==> config.mk <==
export PLATFORM = sky130hd
export DESIGN_NAME = pipelined_barrel_shifter
export DESIGN_NICKNAME = d
export VERILOG_FILES = /design/src/rtl/pipelined_barrel_shifter.sv
export SDC_FILE = /design/constraint.sdc
export NUM_CORES = 1
export LEC_CHECK = 0
export CAP_MARGIN = 20
export CORE_MARGIN = 4
export CORE_UTILIZATION = 46
export CTS_CLUSTER_SIZE = 20
export DETAILED_ROUTE_END_ITERATION = 6
export GPL_TIMING_DRIVEN = 0
export PLACE_DENSITY = 0.81
export REMOVE_ABC_BUFFERS = 1
export SETUP_SLACK_MARGIN = 0.02
export SYNTH_ARGS = -nofsm -noshare
export SYNTH_HDL_FRONTEND = slang
export SYNTH_SLANG_ARGS = --single-unit
==> constraint.sdc <==
create_clock -name clk -period 4.2 [get_ports clk]
set_input_delay 0.63 -clock clk [delete_from_list [all_inputs] [get_ports clk]]
set_output_delay 0.63 -clock clk [all_outputs]
set_load 0.02 [all_outputs]
==> src/rtl/pipelined_barrel_shifter.sv <==
// Pipelined barrel shifter (SLL/SRL/SRA/ROR) with valid/ready flow control and a global stall.
// Define PIPELINED_BARREL_SHIFTER_ROTATE_EN to build the wrap-around muxes; otherwise op 11 behaves as SRL.
module pipelined_barrel_shifter #(
    parameter int WIDTH            = 64,
    parameter int LAYERS_PER_STAGE = 2,
    parameter int TAG_W            = 4
) (
    input  logic               clk,
    input  logic               rst_n,
    input  logic               in_valid,
    output logic               in_ready,
    input  logic [WIDTH-1:0]   in_data,
    input  logic [WIDTH-1:0]   in_shamt,
    input  logic [1:0]         in_op,
    input  logic [TAG_W-1:0]   in_tag,
    output logic               out_valid,
    input  logic               out_ready,
    output logic [WIDTH-1:0]   out_data,
    output logic [TAG_W-1:0]   out_tag
);

    localparam int SH_W    = $clog2(WIDTH);
    localparam int NSTAGES = (SH_W + LAYERS_PER_STAGE - 1) / LAYERS_PER_STAGE;

    localparam logic [1:0] OP_SLL = 2'b00;
    localparam logic [1:0] OP_SRA = 2'b10;
    localparam logic [1:0] OP_ROR = 2'b11;

    logic stall;

    function automatic logic [WIDTH-1:0] bitReverse(input logic [WIDTH-1:0] d);
        logic [WIDTH-1:0] r;
        r = '0;
        for (int i = 0; i < WIDTH; i++) begin
            r[i] = d[WIDTH-1-i];
        end
        return r;
    endfunction

    // Applies the right-shift layers [first, first+LAYERS_PER_STAGE); vacated MSBs take the fill pattern.
    function automatic logic [WIDTH-1:0] shiftLayers(
        input logic [WIDTH-1:0] d,
        input logic [SH_W-1:0]  amt,
        input logic             sign,
        input logic             rot,
        input int               first
    );
        logic [WIDTH-1:0] r;
        logic [WIDTH-1:0] fill;
        r = d;
        for (int k = first; k < SH_W; k++) begin
            if (k < first + LAYERS_PER_STAGE && amt[k]) begin
                fill = rot ? r : {WIDTH{sign}};
                r    = (r >> (1 << k)) | (fill << (WIDTH - (1 << k)));
            end
        end
        return r;
    endfunction

    for (genvar s = 0; s < NSTAGES; s++) begin : g_stage
        logic               valid_q;
        logic [WIDTH-1:0]   data_q;
        logic [SH_W-1:0]    shamt_q;
        logic [1:0]         op_q;
        logic               sign_q;
        logic [TAG_W-1:0]   tag_q;

        logic               srcValid;
        logic [WIDTH-1:0]   srcData;
        logic [SH_W-1:0]    srcShamt;
        logic [1:0]         srcOp;
        logic               srcSign;
        logic               srcRot;
        logic [TAG_W-1:0]   srcTag;
        logic [WIDTH-1:0]   data_d;

        if (s == 0) begin : g_first
            // Left shifts ride the right-shift tree on a bit-reversed operand.
            assign srcValid = in_valid;
            assign srcData  = (in_op == OP_SLL) ? bitReverse(in_data) : in_data;
            assign srcShamt = in_shamt[SH_W-1:0];
            assign srcOp    = in_op;
            assign srcSign  = (in_op == OP_SRA) & in_data[WIDTH-1];
            assign srcTag   = in_tag;
        end else begin : g_next
            assign srcValid = g_stage[s-1].valid_q;
            assign srcData  = g_stage[s-1].data_q;
            assign srcShamt = g_stage[s-1].shamt_q;
            assign srcOp    = g_stage[s-1].op_q;
            assign srcSign  = g_stage[s-1].sign_q;
            assign srcTag   = g_stage[s-1].tag_q;
        end

`ifdef PIPELINED_BARREL_SHIFTER_ROTATE_EN
        assign srcRot = (srcOp == OP_ROR);
`else
        assign srcRot = 1'b0;
`endif

        always_comb begin
            data_d = shiftLayers(srcData, srcShamt, srcSign, srcRot, s * LAYERS_PER_STAGE);
            if (s == NSTAGES - 1 && srcOp == OP_SLL) begin
                data_d = bitReverse(data_d);
            end
        end

        // Every stage moves in lockstep; a stall freezes the whole pipe.
        always_ff @(posedge clk or negedge rst_n) begin
            if (!rst_n) begin
                valid_q <= 1'b0;
                data_q  <= '0;
                shamt_q <= '0;
                op_q    <= '0;
                sign_q  <= 1'b0;
                tag_q   <= '0;
            end else if (!stall) begin
                valid_q <= srcValid;
                data_q  <= data_d;
                shamt_q <= srcShamt;
                op_q    <= srcOp;
                sign_q  <= srcSign;
                tag_q   <= srcTag;
            end
        end
    end

    assign out_valid = g_stage[NSTAGES-1].valid_q;
    assign out_data  = g_stage[NSTAGES-1].data_q;
    assign out_tag   = g_stage[NSTAGES-1].tag_q;
    assign stall     = out_valid & ~out_ready;
    assign in_ready  = ~stall;

    logic unused_bits;
    assign unused_bits = ^{in_shamt[WIDTH-1:SH_W], g_stage[NSTAGES-1].shamt_q,
                           g_stage[NSTAGES-1].op_q, g_stage[NSTAGES-1].sign_q};

endmodule
# == Word level (Yosys, flattened, before mapping) ==
# Index checks and enable logic that the tools add are counted.
# op_classes
n_eq_ne,1
muxes,8
bitwise_logic,10
reduce_logical,2
# op_table
op,n
64-bit two-way mux,8
32-bit by 64-bit bitwise OR with 64-bit output,1
48-bit by 64-bit bitwise OR with 64-bit output,1
56-bit by 64-bit bitwise OR with 64-bit output,1
60-bit by 64-bit bitwise OR with 64-bit output,1
62-bit by 64-bit bitwise OR with 64-bit output,1
63-bit by 64-bit bitwise OR with 64-bit output,1
2-bit logical NOT,2
1-bit AND,2
2-bit == test (second input constant),1
1-bit inverter,2
# totals
reg_bits,225
word_cells,36

# == Logic depth before layout (Yosys ltp) ==
# depth
word_depth,6
depth_mapped,7
depth_no_buf,5

# == Worst setup path after synthesis ==
# No wires, ideal clock.
# synth_timing
kind,input to register
start,in in_shamt[0]
end,reg g_stage[0].data_q[17]
setup_ns,0.126
arrival_ns,2.151
required_time_ns,4.074
setup_slack_ns,1.923
cell_stages,5
cell_sequence,buf_2 > buf_2 > mux4_2 > nor2b_1 > a221o_1
# synth_via
elab_chain_len,3
# synth_lines
element,line,source
from (decl),13,"input logic [WIDTH-1:0] in_shamt,"
64-bit two-way mux *,52,if (k < first + LAYERS_PER_STAGE && amt[k]) begin
62-bit by 64-bit bitwise OR with 64-bit output,54,r = (r >> (1 << k)) | (fill << (WIDTH - (1 << k)));
64-bit two-way mux *,52,
to (signal assigned),118,data_q <= data_d;
to (decl),62,logic [WIDTH-1:0] data_q;
# Mark *: on every way between the ends. The rest lies on a longest branch, timed or not.
# A chain may end at the register's enable or synchronous reset.

# == Worst setup path in the final report ==
# layout_timing
start,in out_ready
end,out in_ready
# layout_via
elab_chain_len,3
# layout_lines
element,line,source
from (decl),17,"input logic out_ready,"
1-bit inverter,130,assign stall = out_valid & ~out_ready;
1-bit AND,130,
1-bit inverter,131,assign in_ready = ~stall;
to (decl),11,"output logic in_ready,"
# No other way between the ends.

==> reports/results.ini <==
[synthesis]
synth_ff_type = dfrtp_1
ys_ff_latch = 219
synth_cells = 1182
async_flop_share_pct = 100.0
yosysSeqAreaShare_pct = 42.12
yosysWarnings = 0
synth_edf_count = 0
yosys.cell_types.count = 28
synth_area_sq_um = 13010
avgSynthCellArea_sq_um = 11.01

[cts]
numCtsBuffers = 23
clock_path_buffers = 3
cts_setup_buffers = 0
cts_tree = yes
insertion_delay_ns = 0.51
hold_buffers = 0
h-tree-depth = 1
cts.reportedPaths.clkPinSlew_ns = 0.06
numClockSinks = 219
clockRootBuffer = clkbuf_16
cts_resized = 0

[placed_design]
io_buffers = 149
dp.cells = 1613
gp_congestion = 0.8766
dp_hpwl_um = 23520

[grt]
grt_pass1_vias = 9837
grt_pass1_wl_um = 53430
globalRouteOverflowTotal = 0
grt_max_degree = 129
gr-usage-all-layers_pct = 20.93
antenna_found_initial = 1

[sta]
rsz0062_at_grt = no
setup_viol = 0
period_share_pct = 82.11
hold_viol_final = 0
hold_ws_ns = 0.1092
max_slew_margin_pct = 35.54
slew_viol_final = 0
min_period_ns = 3.448
worstMarginPinSlew_ns = 0.9635
clock_skew_ns = 0.009458
fmax_ghz = 0.2900

[power_and_ir_drop]
clkPwrFrac_pct = 20.5
power.internal_uw = 6974
pwr_density_cell_nw_per_um2 = 714.4
swShare_pct = 37.92
ir_drop_mv = 0.3376
power_frac_comb_pct = 45.0
p_leak_uw = 0.006446
p_seq_share_pct = 34.5
p_sw_uw = 4259

[layout]
drive_gt1_share_pct = 16.77
fillers = 2226
syn2layout_area_growth_pct = 20.85
final_cell_mix = nand2_1 (245), dfrtp_1 (215), clkdlybuf4s50_1 (147)
multi_input_area_sq_um = 7071
layout_commonest_cell = nand2_1
seqCellArea_sq_um = 5488
fin_cells = 1654
antennaDiodeCount = 0
final_nets = 1398

[job]
max-cap-violations = 0

[run_status]
status = completed

[worst_setup_path]
end_kind = output port
cp_max_fo = 71
worstSetupStartpointType = primary input
cp.required_ns = 3.57
cp_data_arrival_time_ns = 2.82
cp_common_cell = clkdlybuf4s50_1
crit_chain = clkdlybuf4s50_1, nor2b_4, inv_6, clkdlybuf4s50_1
slowest_delay_ns = 0.70
timing_worst_setup_path_type = in2out
reg2reg_depth = 6
cpMaxStageDelayCell = nor2b_4

[route]
wl_met1_um = 13690
drtPass1Iterations = 5
vias = 10066
drtAntennaViolNets = 0
wl_met2_um = 15390
drt_iter0_markers = 987
dr_wl_met3_um = 2510
top_layer = met5
vias_per_cell = 6.086
drc = 0
wl_per_cell_um = 19.61
wirelength_um = 32440

[floorplanning]
ios = 208
die_h_um = 176.2
die_area_sq_um = 31040
start_util_pct = 46.71
placementRows = 61
core-area_sq_um = 27860
die_w_um = 176.2

[worst_hold_path]
hold_class = in2async

cells in the mapped netlist, types with 2 or more instances:
cell type / instances / area [sq um]
nand2b_1: 3 / 18.77
nor2_1: 61 / 229.0
o21ai_1: 8 / 40.04
buf_2: 26 / 130.1
mux2i_1: 34 / 340.3
o21a_1: 39 / 292.8
nand3b_1: 2 / 15.01
buf_1: 7 / 26.28
inv_2: 2 / 7.510
o21ai_0: 28 / 140.1
nor2b_1: 69 / 431.7
a211oi_1: 47 / 352.8
mux4_2: 120 / 2703
a21o_1: 30 / 225.2
o211ai_1: 35 / 262.8
nand2_1: 246 / 923.4
dfrtp_1: 219 / 5480
a221o_1: 51 / 510.5
nand3_1: 3 / 15.01
mux2_2: 24 / 270.3
a21oi_1: 46 / 230.2
buf_6: 4 / 45.04
clkbuf_1: 73 / 274.0
worst max-delay path: cells and delay by family:
family	cells	cell delay [ns]
and+or+nand+nor	1	0.70
buffers and inverters	3	1.48
final cells by class:
type                       count  area share (%)
clock buffer                  29           4.185
clock inverter                12           1.392
inverter                       3          0.1034
multi-input combinational    850           44.96
sequential                   219           34.90
tap                          378           3.008
timing repair buffer         163           11.45
routing by layer:
layer  vias up  track usage (%)
met5         -                0
met4         2            5.783
met3        70            4.026
met2       419            33.16
met1      4997            29.91
li1       4578                -
registers in the layout, summed over array words and instances, names as in the netlist, 2 cells and up:
name / flops
g_stage.tag_q: 8
out_tag: 4
g_stage.data_q: 128
g_stage.sign_q: 2
g_stage.op_q: 4
g_stage.shamt_q: 6
out_data: 64
g_stage.valid_q: 2
worst paths after layout:
kind                            startpoint                    end  slack (ns)
worst max register to register   out_valid  g_stage[0].data_q[24]        0.99
worst min-delay path                 rst_n    g_stage[1].tag_q[2]        0.11
worst min register to register  out_tag[0]             out_tag[0]        0.46
min in group clk                out_tag[0]             out_tag[0]        0.46
max in group asynchronous            rst_n  g_stage[1].shamt_q[4]        2.98
worst max-delay path             out_ready               in_ready        0.75
metrics by stage:
stage	cell area, sq um	utilization [%]	setup WS, ns	power [uW]	TNS, ns
2_1_floorplan	12540	-	-10.06	7041	-1711.68
3_3_place_gp	14500	52.05	-17.43	8778	-4452.71
3_5_place_dp	14850	53.30	0.2980	8919	0
4_1_cts	15730	56.45	0.7255	11260	0
5_1_grt	15730	56.45	0.5565	11920	0
6_report	15730	56.45	0.7515	11230	0
cells by family (layout without fill, tap and decap cells):
| kind of cell | after synthesis | count (layout) | share of synthesized area [%] |
|---|---|---|---|
| AO/OA/AOI/OAI | 284 | 284 | 15.79 |
| XOR/XNOR | 1 | 1 | 0.06732 |
| buffers and inverters | 113 | 207 | 3.740 |
| flip-flops | 219 | 219 | 42.12 |
| multiplexers | 178 | 178 | 25.46 |
| AND/OR/NAND/NOR | 387 | 387 | 12.83 |
power by group through the flow:
stage | Clock [uW] | Combinational, uW | Sequential [uW]
final | 2300 | 5050 | 3880
after global routing | 2430 | 5480 | 4010
after CTS | 2330 | 5060 | 3860
after detailed placement | 0 | 5030 | 3890
after global placement | 0 | 4850 | 3930
after floorplan | 0 | 2980 | 4070
Power figures use the tool's default switching activity.
